File: config.mk
export PLATFORM = sky130hd
export DESIGN_NAME = stopwatch_lap
export DESIGN_NICKNAME = d
export VERILOG_FILES = /design/src/rtl/stopwatch_lap.sv
export SDC_FILE = /design/constraint.sdc
export NUM_CORES = 1
export LEC_CHECK = 0
export ABC_CLOCK_PERIOD_IN_PS = 3900
export BUFFER_PORTS_ARGS = -buffer_cell sky130_fd_sc_hd__buf_2
export CAP_MARGIN = 20
export CORE_MARGIN = 1
export CORE_UTILIZATION = 42
export DETAILED_ROUTE_END_ITERATION = 7
export GPL_ROUTABILITY_DRIVEN = 1
export GPL_TIMING_DRIVEN = 0
export SETUP_SLACK_MARGIN = 0.4
export SYNTH_ARGS = -nofsm -noshare
export SYNTH_HDL_FRONTEND = slang
export SYNTH_SLANG_ARGS = --single-unit
File: constraint.sdc
create_clock -name clk -period 3.9 [get_ports clk]
set_input_delay 0.39 -clock clk [delete_from_list [all_inputs] [get_ports clk]]
set_output_delay 0.39 -clock clk [all_outputs]
set_load 0.01 [all_outputs]
File: src/rtl/stopwatch_lap.sv
`default_nettype none
// ============================================================================
// Module   : stopwatch_lap
// Brief    : MM:SS.CC up/down stopwatch with three debounced keys, a lap
//            FIFO with recall, and active-low 7-segment outputs.
// Revision : 1.0
// ============================================================================
module stopwatch_lap #(
    parameter int CLK_DIV    = 500000,
    parameter int DELAY_TIME = 5000000,
    parameter int LAP_DEPTH  = 8
) (
    input  logic       clk,
    input  logic       reset,
    input  logic       key_start_pause,
    input  logic       key_lap,
    input  logic       key_clear,
    input  logic       mode_down,
    input  logic [7:0] preset_min,
    output logic [6:0] hex0,
    output logic [6:0] hex1,
    output logic [6:0] hex2,
    output logic [6:0] hex3,
    output logic [6:0] hex4,
    output logic [6:0] hex5,
    output logic       led_run,
    output logic       led_done,
    output logic       led_full,
    output logic       led_recall,
    output logic [4:0] lap_count
);

    localparam int DBW = (DELAY_TIME > 2) ? $clog2(DELAY_TIME) : 1;
    localparam int DVW = (CLK_DIV > 2) ? $clog2(CLK_DIV) : 1;
    localparam int PTW = (LAP_DEPTH > 1) ? $clog2(LAP_DEPTH) : 1;

    localparam logic [DBW-1:0] c_db_last  = DBW'(DELAY_TIME - 1);
    localparam logic [DVW-1:0] c_div_last = DVW'(CLK_DIV - 1);
    localparam logic [PTW-1:0] c_ptr_last = PTW'(LAP_DEPTH - 1);
    localparam logic [4:0]     c_depth    = 5'(LAP_DEPTH);
    localparam logic [23:0]    c_time_max = 24'h995999;

    typedef enum logic [1:0] {
        S_IDLE  = 2'd0,
        S_RUN   = 2'd1,
        S_PAUSE = 2'd2,
        S_DONE  = 2'd3
    } state_t;

    state_t         r_state;
    state_t         w_state_nxt;
    logic [2:0]     w_key;
    logic [2:0]     w_pulse;
    logic           w_ev_clr;
    logic           w_ev_start;
    logic           w_ev_lap;
    logic           w_tick;
    logic           w_full;
    logic           w_push;
    logic           w_carry;
    logic           w_borrow;
    logic [23:0]    w_inc;
    logic [23:0]    w_dec;
    logic [23:0]    w_preset;
    logic [23:0]    w_disp;
    logic [23:0]    r_time;
    logic [23:0]    r_recall_time;
    logic [23:0]    r_mem [LAP_DEPTH];
    logic [DVW-1:0] r_div;
    logic [PTW-1:0] r_wr;
    logic [PTW-1:0] r_rd;
    logic [4:0]     r_cnt;
    logic           r_down;
    logic           r_recall;

    function automatic logic [PTW-1:0] ptr_next(input logic [PTW-1:0] p);
        return (p == c_ptr_last) ? '0 : p + PTW'(1);
    endfunction

    function automatic logic [6:0] seg7(input logic [3:0] d);
        case (d)
            4'd0:    return 7'b1000000;
            4'd1:    return 7'b1111001;
            4'd2:    return 7'b0100100;
            4'd3:    return 7'b0110000;
            4'd4:    return 7'b0011001;
            4'd5:    return 7'b0010010;
            4'd6:    return 7'b0000010;
            4'd7:    return 7'b1111000;
            4'd8:    return 7'b0000000;
            4'd9:    return 7'b0010000;
            default: return 7'b1111111;
        endcase
    endfunction

    assign w_key = {key_clear, key_lap, key_start_pause};

    // Armed: count consecutive lows to accept; disarmed: count consecutive highs to rearm.
    for (genvar g = 0; g < 3; g++) begin : g_debounce
        logic           r_armed;
        logic           r_fire;
        logic [DBW-1:0] r_dcnt;

        always_ff @(posedge clk) begin
            if (reset) begin
                r_armed <= 1'b1;
                r_fire  <= 1'b0;
                r_dcnt  <= '0;
            end else begin
                r_fire <= 1'b0;
                if (r_armed == w_key[g]) begin
                    r_dcnt <= '0;
                end else if (r_dcnt == c_db_last) begin
                    r_dcnt  <= '0;
                    r_armed <= ~r_armed;
                    r_fire  <= r_armed;
                end else begin
                    r_dcnt <= r_dcnt + DBW'(1);
                end
            end
        end

        assign w_pulse[g] = r_fire;
    end

    assign w_ev_clr   = w_pulse[2];
    assign w_ev_start = w_pulse[0] & ~w_pulse[2];
    assign w_ev_lap   = w_pulse[1] & ~w_pulse[0] & ~w_pulse[2];

    assign w_tick   = (r_state == S_RUN) && (r_div == c_div_last);
    assign w_full   = (r_cnt == c_depth);
    assign w_push   = w_ev_lap && (r_state == S_RUN) && !w_full;
    assign w_preset = {(preset_min[7:4] > 4'd9) ? 4'd9 : preset_min[7:4],
                       (preset_min[3:0] > 4'd9) ? 4'd9 : preset_min[3:0],
                       16'h0000};

    // BCD ripple increment/decrement over the six digits, wrapping at 99:59.99.
    always_comb begin
        w_inc    = r_time;
        w_dec    = r_time;
        w_carry  = 1'b1;
        w_borrow = 1'b1;
        for (int i = 0; i < 6; i++) begin
            if (w_carry) begin
                if (r_time[4*i +: 4] >= c_time_max[4*i +: 4]) begin
                    w_inc[4*i +: 4] = 4'd0;
                end else begin
                    w_inc[4*i +: 4] = r_time[4*i +: 4] + 4'd1;
                    w_carry         = 1'b0;
                end
            end
            if (w_borrow) begin
                if (r_time[4*i +: 4] == 4'd0) begin
                    w_dec[4*i +: 4] = c_time_max[4*i +: 4];
                end else begin
                    w_dec[4*i +: 4] = r_time[4*i +: 4] - 4'd1;
                    w_borrow        = 1'b0;
                end
            end
        end
    end

    always_ff @(posedge clk) begin
        if (reset) begin
            r_state <= S_IDLE;
        end else begin
            r_state <= w_state_nxt;
        end
    end

    always_comb begin
        w_state_nxt = r_state;
        case (r_state)
            S_IDLE: begin
                if (w_ev_start) begin
                    w_state_nxt = (mode_down && (w_preset == '0)) ? S_DONE : S_RUN;
                end
            end
            S_RUN: begin
                if (w_tick && r_down && (w_dec == '0)) begin
                    w_state_nxt = S_DONE;
                end else if (w_ev_start) begin
                    w_state_nxt = S_PAUSE;
                end
            end
            S_PAUSE: begin
                if (w_ev_clr) begin
                    w_state_nxt = S_IDLE;
                end else if (w_ev_start) begin
                    w_state_nxt = S_RUN;
                end
            end
            S_DONE: begin
                if (w_ev_clr) begin
                    w_state_nxt = S_IDLE;
                end
            end
            default: w_state_nxt = S_IDLE;
        endcase
    end

    always_ff @(posedge clk) begin
        if (reset) begin
            r_time        <= '0;
            r_div         <= '0;
            r_down        <= 1'b0;
            r_recall      <= 1'b0;
            r_recall_time <= '0;
            r_wr          <= '0;
            r_rd          <= '0;
            r_cnt         <= '0;
        end else begin
            if (r_state == S_RUN) begin
                if (w_tick) begin
                    r_div  <= '0;
                    r_time <= r_down ? w_dec : w_inc;
                end else begin
                    r_div <= r_div + DVW'(1);
                end
            end
            if (w_ev_clr) begin
                if (r_state != S_RUN) begin
                    r_time   <= '0;
                    r_div    <= '0;
                    r_wr     <= '0;
                    r_rd     <= '0;
                    r_cnt    <= '0;
                    r_recall <= 1'b0;
                end
            end else if (w_ev_start) begin
                r_recall <= 1'b0;
                if (r_state == S_IDLE) begin
                    r_div  <= '0;
                    r_down <= mode_down;
                    r_time <= mode_down ? w_preset : '0;
                end
            end else if (w_ev_lap) begin
                if (r_state == S_RUN) begin
                    if (w_push) begin
                        r_wr  <= ptr_next(r_wr);
                        r_cnt <= r_cnt + 5'd1;
                    end
                end else if (r_cnt != 5'd0) begin
                    r_recall_time <= r_mem[r_rd];
                    r_rd          <= ptr_next(r_rd);
                    r_cnt         <= r_cnt - 5'd1;
                    r_recall      <= 1'b1;
                end else begin
                    r_recall <= 1'b0;
                end
            end
        end
    end

    // Lap storage needs no reset; entries are only read while r_cnt covers them.
    always_ff @(posedge clk) begin
        if (w_push && !reset) begin
            r_mem[r_wr] <= r_time;
        end
    end

    assign w_disp = r_recall ? r_recall_time : r_time;

    assign hex0       = seg7(w_disp[3:0]);
    assign hex1       = seg7(w_disp[7:4]);
    assign hex2       = seg7(w_disp[11:8]);
    assign hex3       = seg7(w_disp[15:12]);
    assign hex4       = seg7(w_disp[19:16]);
    assign hex5       = seg7(w_disp[23:20]);
    assign led_run    = (r_state == S_RUN);
    assign led_done   = (r_state == S_DONE);
    assign led_full   = w_full;
    assign led_recall = r_recall;
    assign lap_count  = r_cnt;

endmodule
`default_nettype wire

# Yosys cells after proc, flatten, opt, wreduce, memory -nomap -nowiden
# Memory sizes are Yosys's and may differ from the RTL's. A register that Yosys moved wholly into a read port is not among the register bits.
# Index checks and enable logic that the tools add are counted.
[word_totals]
inputBits = 14
memories = 7
wordCells = 225
ramBits = 192
romBits = 672
regBits = 133
out_inout_bits = 51
[op_classes]
magnitude_cmp = 8
bitwise_logic = 16
add_sub_neg = 20
n_mux = 93
n_eq_ne = 23
n_reduce_logical = 41
[mem_list]
columns = ["name", "depth", "word_bits", "read_ports", "rd_ports_with_merged_regs", "wr", "line_no", "source"]
rows = [
  ["r_mem", 8, 24, 1, 1, 1, "68", "logic [23:0] r_mem [LAP_DEPTH];"],
  ["(name not given)", 16, 7, 1, 0, 0, "81", "case (d)"],
  ["(name not given)", 16, 7, 1, 0, 0, "81", ""],
  ["(name not given)", 16, 7, 1, 0, 0, "81", ""],
  ["(name not given)", 16, 7, 1, 0, 0, "81", ""],
  ["(name not given)", 16, 7, 1, 0, 0, "81", ""],
  ["+1 memories", "n/a", "n/a", "n/a", "n/a", "n/a", "n/a", ""],
]
[ops]
columns = ["operator", "n"]
rows = [
  ["24-bit 2-to-1 mux", 9],
  ["19-bit 2-to-1 mux", 6],
  ["4-bit 2-to-1 mux", 24],
  ["23-bit by 1-bit adder with 23-bit output (second input constant)", 3],
  ["23-bit == test (second input constant)", 3],
  ["24-bit zero test", 2],
  ["3-bit 2-to-1 mux", 13],
  ["5-bit 2-to-1 mux", 7],
  ["1-bit 2-to-1 mux", 26],
  ["4-bit by 1-bit adder with 4-bit output (second input constant)", 6],
  ["4-bit zero test", 6],
  ["4-bit by 1-bit subtractor with 4-bit output (second input constant)", 6],
  ["4-bit >= comparator (second input constant)", 5],
  ["5-bit AND reduction", 4],
  ["19-bit by 1-bit adder with 19-bit output (second input constant)", 1],
  ["19-bit == test (second input constant)", 1],
  ["3-bit OR reduction", 6],
  ["2-bit 2-to-1 mux", 7],
  ["1-bit NOT", 13],
  ["2-bit by 1-bit inequality test with 1-bit output (second input constant)", 5],
  ["3-bit by 1-bit inequality test with 1-bit output (second input constant)", 3],
  ["4-bit > comparator (second input constant)", 2],
  ["2-bit one-hot mux with 4 select lines", 1],
  ["2-bit nonzero test", 4],
  ["20 further kinds", 38],
]

# Logic depth before layout (Yosys ltp)
[depth]
depth_word = 13
ltp_mapped = 12
depth_no_buf = 10

# Worst setup path before layout
# No wires, ideal clock.
[synth_timing]
path_kind = "reg-to-reg"
start = "reg r_state[1]"
end = "mem r_mem[0][0] (enable)"
setup_ps = 435
path_stages_with_launch = 8
path_buffers = 2
slack_ps = 252
arrival_ps = 3213
cell_sequence = "dfxtp_1 > nand2b_1 > buf_2 > inv_2 > buf_2 > nand3_1 > or3_1 > nor3_1"
[synth_between]
elab_chain_len = 6
[synth_rtl]
columns = ["item", "line_no", "source"]
rows = [
  ["from (decl)", "50", "state_t r_state;"],
  ["from (signal assigned)", "167", "r_state <= w_state_nxt;"],
  ["2-bit by 1-bit == test with 1-bit output", "n/a", ""],
  ["named net led_run", "26", "output logic led_run,"],
  ["1-bit logical AND (2 in a row)", "132", "assign w_push = w_ev_lap && (r_state == S_RUN) && !w_full;"],
  ["1-bit logical AND", "257", "if (w_push && !reset) begin"],
  ["1-bit 2-to-1 mux", "257", ""],
  ["1-bit 2-to-1 mux (implied by the code)", "258", "r_mem[r_wr] <= r_time;"],
  ["to (decl)", "68", ""],
]
# The timed path passes the listed nets, and every way through them passes these cells.

# Final worst setup path
[layout_timing]
start = "reg r_recall, in the netlist led_recall"
end = "out hex1[3]"
[layout_between]
elab_chain_len = 2
[layout_rtl]
columns = ["item", "line_no", "source"]
rows = [
  ["from (decl)", "74", "logic r_recall;"],
  ["from (signal assigned)", "207", "r_recall <= 1'b0;"],
  ["from (signal assigned)", "228", "r_recall <= 1'b0;"],
  ["from (signal assigned)", "231", "r_recall <= 1'b0;"],
  ["24-bit 2-to-1 mux", "262", "assign w_disp = r_recall ? r_recall_time : r_time;"],
  ["memory read 16 x 7 bit", "n/a", ""],
  ["to (decl)", "21", "output logic [6:0] hex1,"],
]
# Every way passes these cells.

==> metrics.md <==
| Metric | Value |
|---|---|
| Crit path kind | reg2out |
| CP max FO | 10 |
| Yosys warning total | 0 |
| Yosys reg bits | 349 |
| Fin crit period | between 3000 and 4000 ps |
| CTS max path bufs | 3 |
| Mapped cell area | roughly 17000 µm² |
| Synth area leader | edfxtp_1 |
| Row cnt | 73 |
| Avg WL per Cell | 19.74 µm |
| Final core occ | 48.64% |
| Cell Area, Placed | approximately 18000 µm² |
| Final period util | ~90% |
| Critical-path top delay cell | mux2i_1 |
| Worst path required time | between 3000 and 4000 ps |
| Setup crit start | led_recall |
| CTS root buf | clkbuf_16 |
| P_sw | 1684 µW |
| Vias per cell | 5.633 |
| Critical Path, Cell by Cell | clkbuf_2, buf_2, mux2i_1, inv_1, ha_1, nor2_1, o21a_1, a21oi_1, buf_2 |
| M1 wire length | 19600 µm |
| CTS Hold Bufs | 0 |
| Synth unique cells | 79 |
| Power Internal | ~6000 µW |
| Global router's overall resource usage | 21.31% |
| Pwr per Cell Area | about 400 nW/µm² |
| Element type at the critical path start | register |
| Largest net degree at the start of global routing | 25 |
| Most frequent CP cell | buf_2 |
| Hpwl dp | 30290 µm |
| Initial Util | a little over two fifths |
| Endpoints failing setup | 0 |
| Post-layout net count | approximately 1700 |
| Max Slew Vio Count | 0 |
| Met3 WL | roughly 2500 µm |
| Clock share of power | around 45% |
| Post-synth EDFFs | about 190 |
| Die H | 203.0 µm |
| Max-slew headroom | 30.60% |
| First-pass GRT wire length | slightly below 70000 µm |
| Status | completed |
| DR vias | ~12000 |
| Largest delay share family, worst path | buffers and inverters |
| Setup WS post-layout | 423.0 ps |
| Ant. Diodes | 0 |
| Combinational share of power | 4.6% |
| Die W | roughly 200 µm |
| Metal2 WL | 20470 µm |
| Synth Area per Inst | roughly 11 µm² |
| Yosys top cell area share | between 30% and 40% |
| Layout area overhead | 14.16% |
| DR DRC count | 0 |
| Final hold vios | 0 |
| TritonCTS clock tree | done |
| Detail Route Antenna Nets | 0 |
| PortBufs | 64 |
| DP Worst Slack | between 100 and 150 ps |
| RSZ-0062 raised after global routing | yes |
| Initial antenna violation count | 0 |
| Sequential cell area fraction in the yosys report | approximately 53% |
| Post-synth top flop | edfxtp_1 |
| Die area | just over 40000 µm² |
| Gate Count Post-Synth | 1539 |
| Switching share of power | between 20% and 30% |
| Most common cell in the netlist | nor2_1 |
| Hold Crit Start | key_start_pause |
| Io pins | between 60 and 70 |
| Initial DRC count | between 900 and 1000 |
| Final Cell Area | ~19000 µm² |
| HP Class | in2reg |
| Clk sink count | about 350 |
| Fillers | 3703 |
| H-tree levels | 2 |
| CP Data Arrival Time | roughly 3000 ps |
| Drt total wl | between 40000 and 50000 µm |
| Worst-path clk slew | 60 ps |
| Overflow after GRT | 0 |
| CP max stage delay | 590 ps |
| Max Used Layer | met4 |
| Peak Freq | 287.6 MHz |
| Synth Net Count | approximately 1600 |
| Critical path capture point type | primary output |
| GPL Wtd Cong | approximately 0.95 |
| CP bufs+invs | 4 |
| Fraction of registers with async set/reset | 0% |
| Worst-Margin Slew | between 1000 and 1500 ps |
| Drt pass-1 iters | 5 |
| Reg-to-reg startpoint | r_time[0] |
| Worst-case vdd ir drop | between 0.2 and 0.3 mV |
| Skew-Pair Late Insertion Delay | around 530 ps |
| CTS buffer count | 38 |
| Max Cap Viol | 0 |
| Sequential fraction of design power | between 50% and 60% |
| Core Region | ~40000 µm² |
| Pleak | roughly 0.0067 µW |
| Share of cells above drive strength 1 | between 10 and 15% |
| Commonest cells post-synth | nor2_1, edfxtp_1, dfxtp_1 |
| Vias in the first global route | roughly 12000 |
| Setup Skew | ~22 ps |
| Synth area leaders | edfxtp_1, dfxtp_1, mux4_2, nor2_1, ha_1 |
## final timing paths
path / cells after the start / endpoint / slack (ps)
worst max-delay path: 9 / hex1[3] / 420
worst min-delay path: 2 / g_debounce[0].r_fire / 90
worst max register to register: 10 / r_time[19] / 530
worst min register to register: 1 / g_debounce[1].r_dcnt[0] / 450
## power groups by stage
stage | clock network (µW) | registers [µW] | logic [µW]
CTS | 3460 | 3900 | 337
global placement | 0 | 3970 | 328
floorplan | 0 | 3960 | 228
finish | 3410 | 3900 | 353
global route | 3610 | 3900 | 392
detailed placement | 0 | 3980 | 333
## per-stage QoR
stage	std cells	setup TNS [ps]	hold WS [ps]	power, µW
6_report	2207	0	89.02	7656
5_1_grt	2207	0	81.87	7898
4_1_cts	2201	0	70.36	7696
3_5_place_dp	2132	0	439.3	4309
3_3_place_gp	2128	-69450	427.6	4302
2_1_floorplan	1539	0	417.5	4186
## logic make-up after synthesis
group / count (synthesis) / synth area share [%]
AOI/OAI and AO/OA: 261 / 9.786
xor gates and xnor gates: 89 / 4.594
adders and majority gates: 61 / 4.543
buffers and inverters: 118 / 2.758
DFF: 349 / 52.51
muxes: 100 / 9.550
and+or+nand+nor: 561 / 16.26
## sequential cells by signal, summed over array words and instances, names as in the netlist, 5 cells and up
signal / cells
r_mem: 192
g_debounce.r_dcnt: 69
r_recall_time: 24
r_time: 24
r_div: 19
lap_count: 5
## routing by layer
| metal | global-route usage, % | vias up |
|---|---|---|
| met5 | 0 | - |
| met4 | 5.881 | 0 |
| met3 | 3.082 | 62 |
| met2 | 34.81 | 358 |
| met1 | 29.52 | 6136 |
| li1 | - | 5877 |
## cell type report
class                      instances  area [µm²]  area share, %
buffer                            76       316.6          1.634
clock inverter                    16       142.6         0.7364
clock buffer                      52        1023          5.284
inverter                          42       157.7         0.8140
sequential                       349        8914          46.02
multi-input combinational       1072        7722          39.87
timing repair buffer              75       435.4          2.248
tap                              525       656.9          3.391
## cell usage in the layout, fill, tap and decap left out, drive strengths merged, types with 31 or more instances in the layout
cell type / instances
a211oi: 31
a21oi: 81
buf: 89
clkbuf: 114
dfxtp: 157
edfxtp: 192
ha: 60
inv: 43
mux2i: 46
mux4: 49
nand2: 106
nand3: 47
nor2: 221
nor3: 31
o21ai: 61
xnor2: 38
xor2: 51
## what timing repair did
item                                    4_1_cts  5_1_grt
setup buffers                                 1        5
endpoints found under the setup margin       49       33
pin swaps                                     1        4
resized for setup                             9       20
Power figures use the tool's default switching activity.
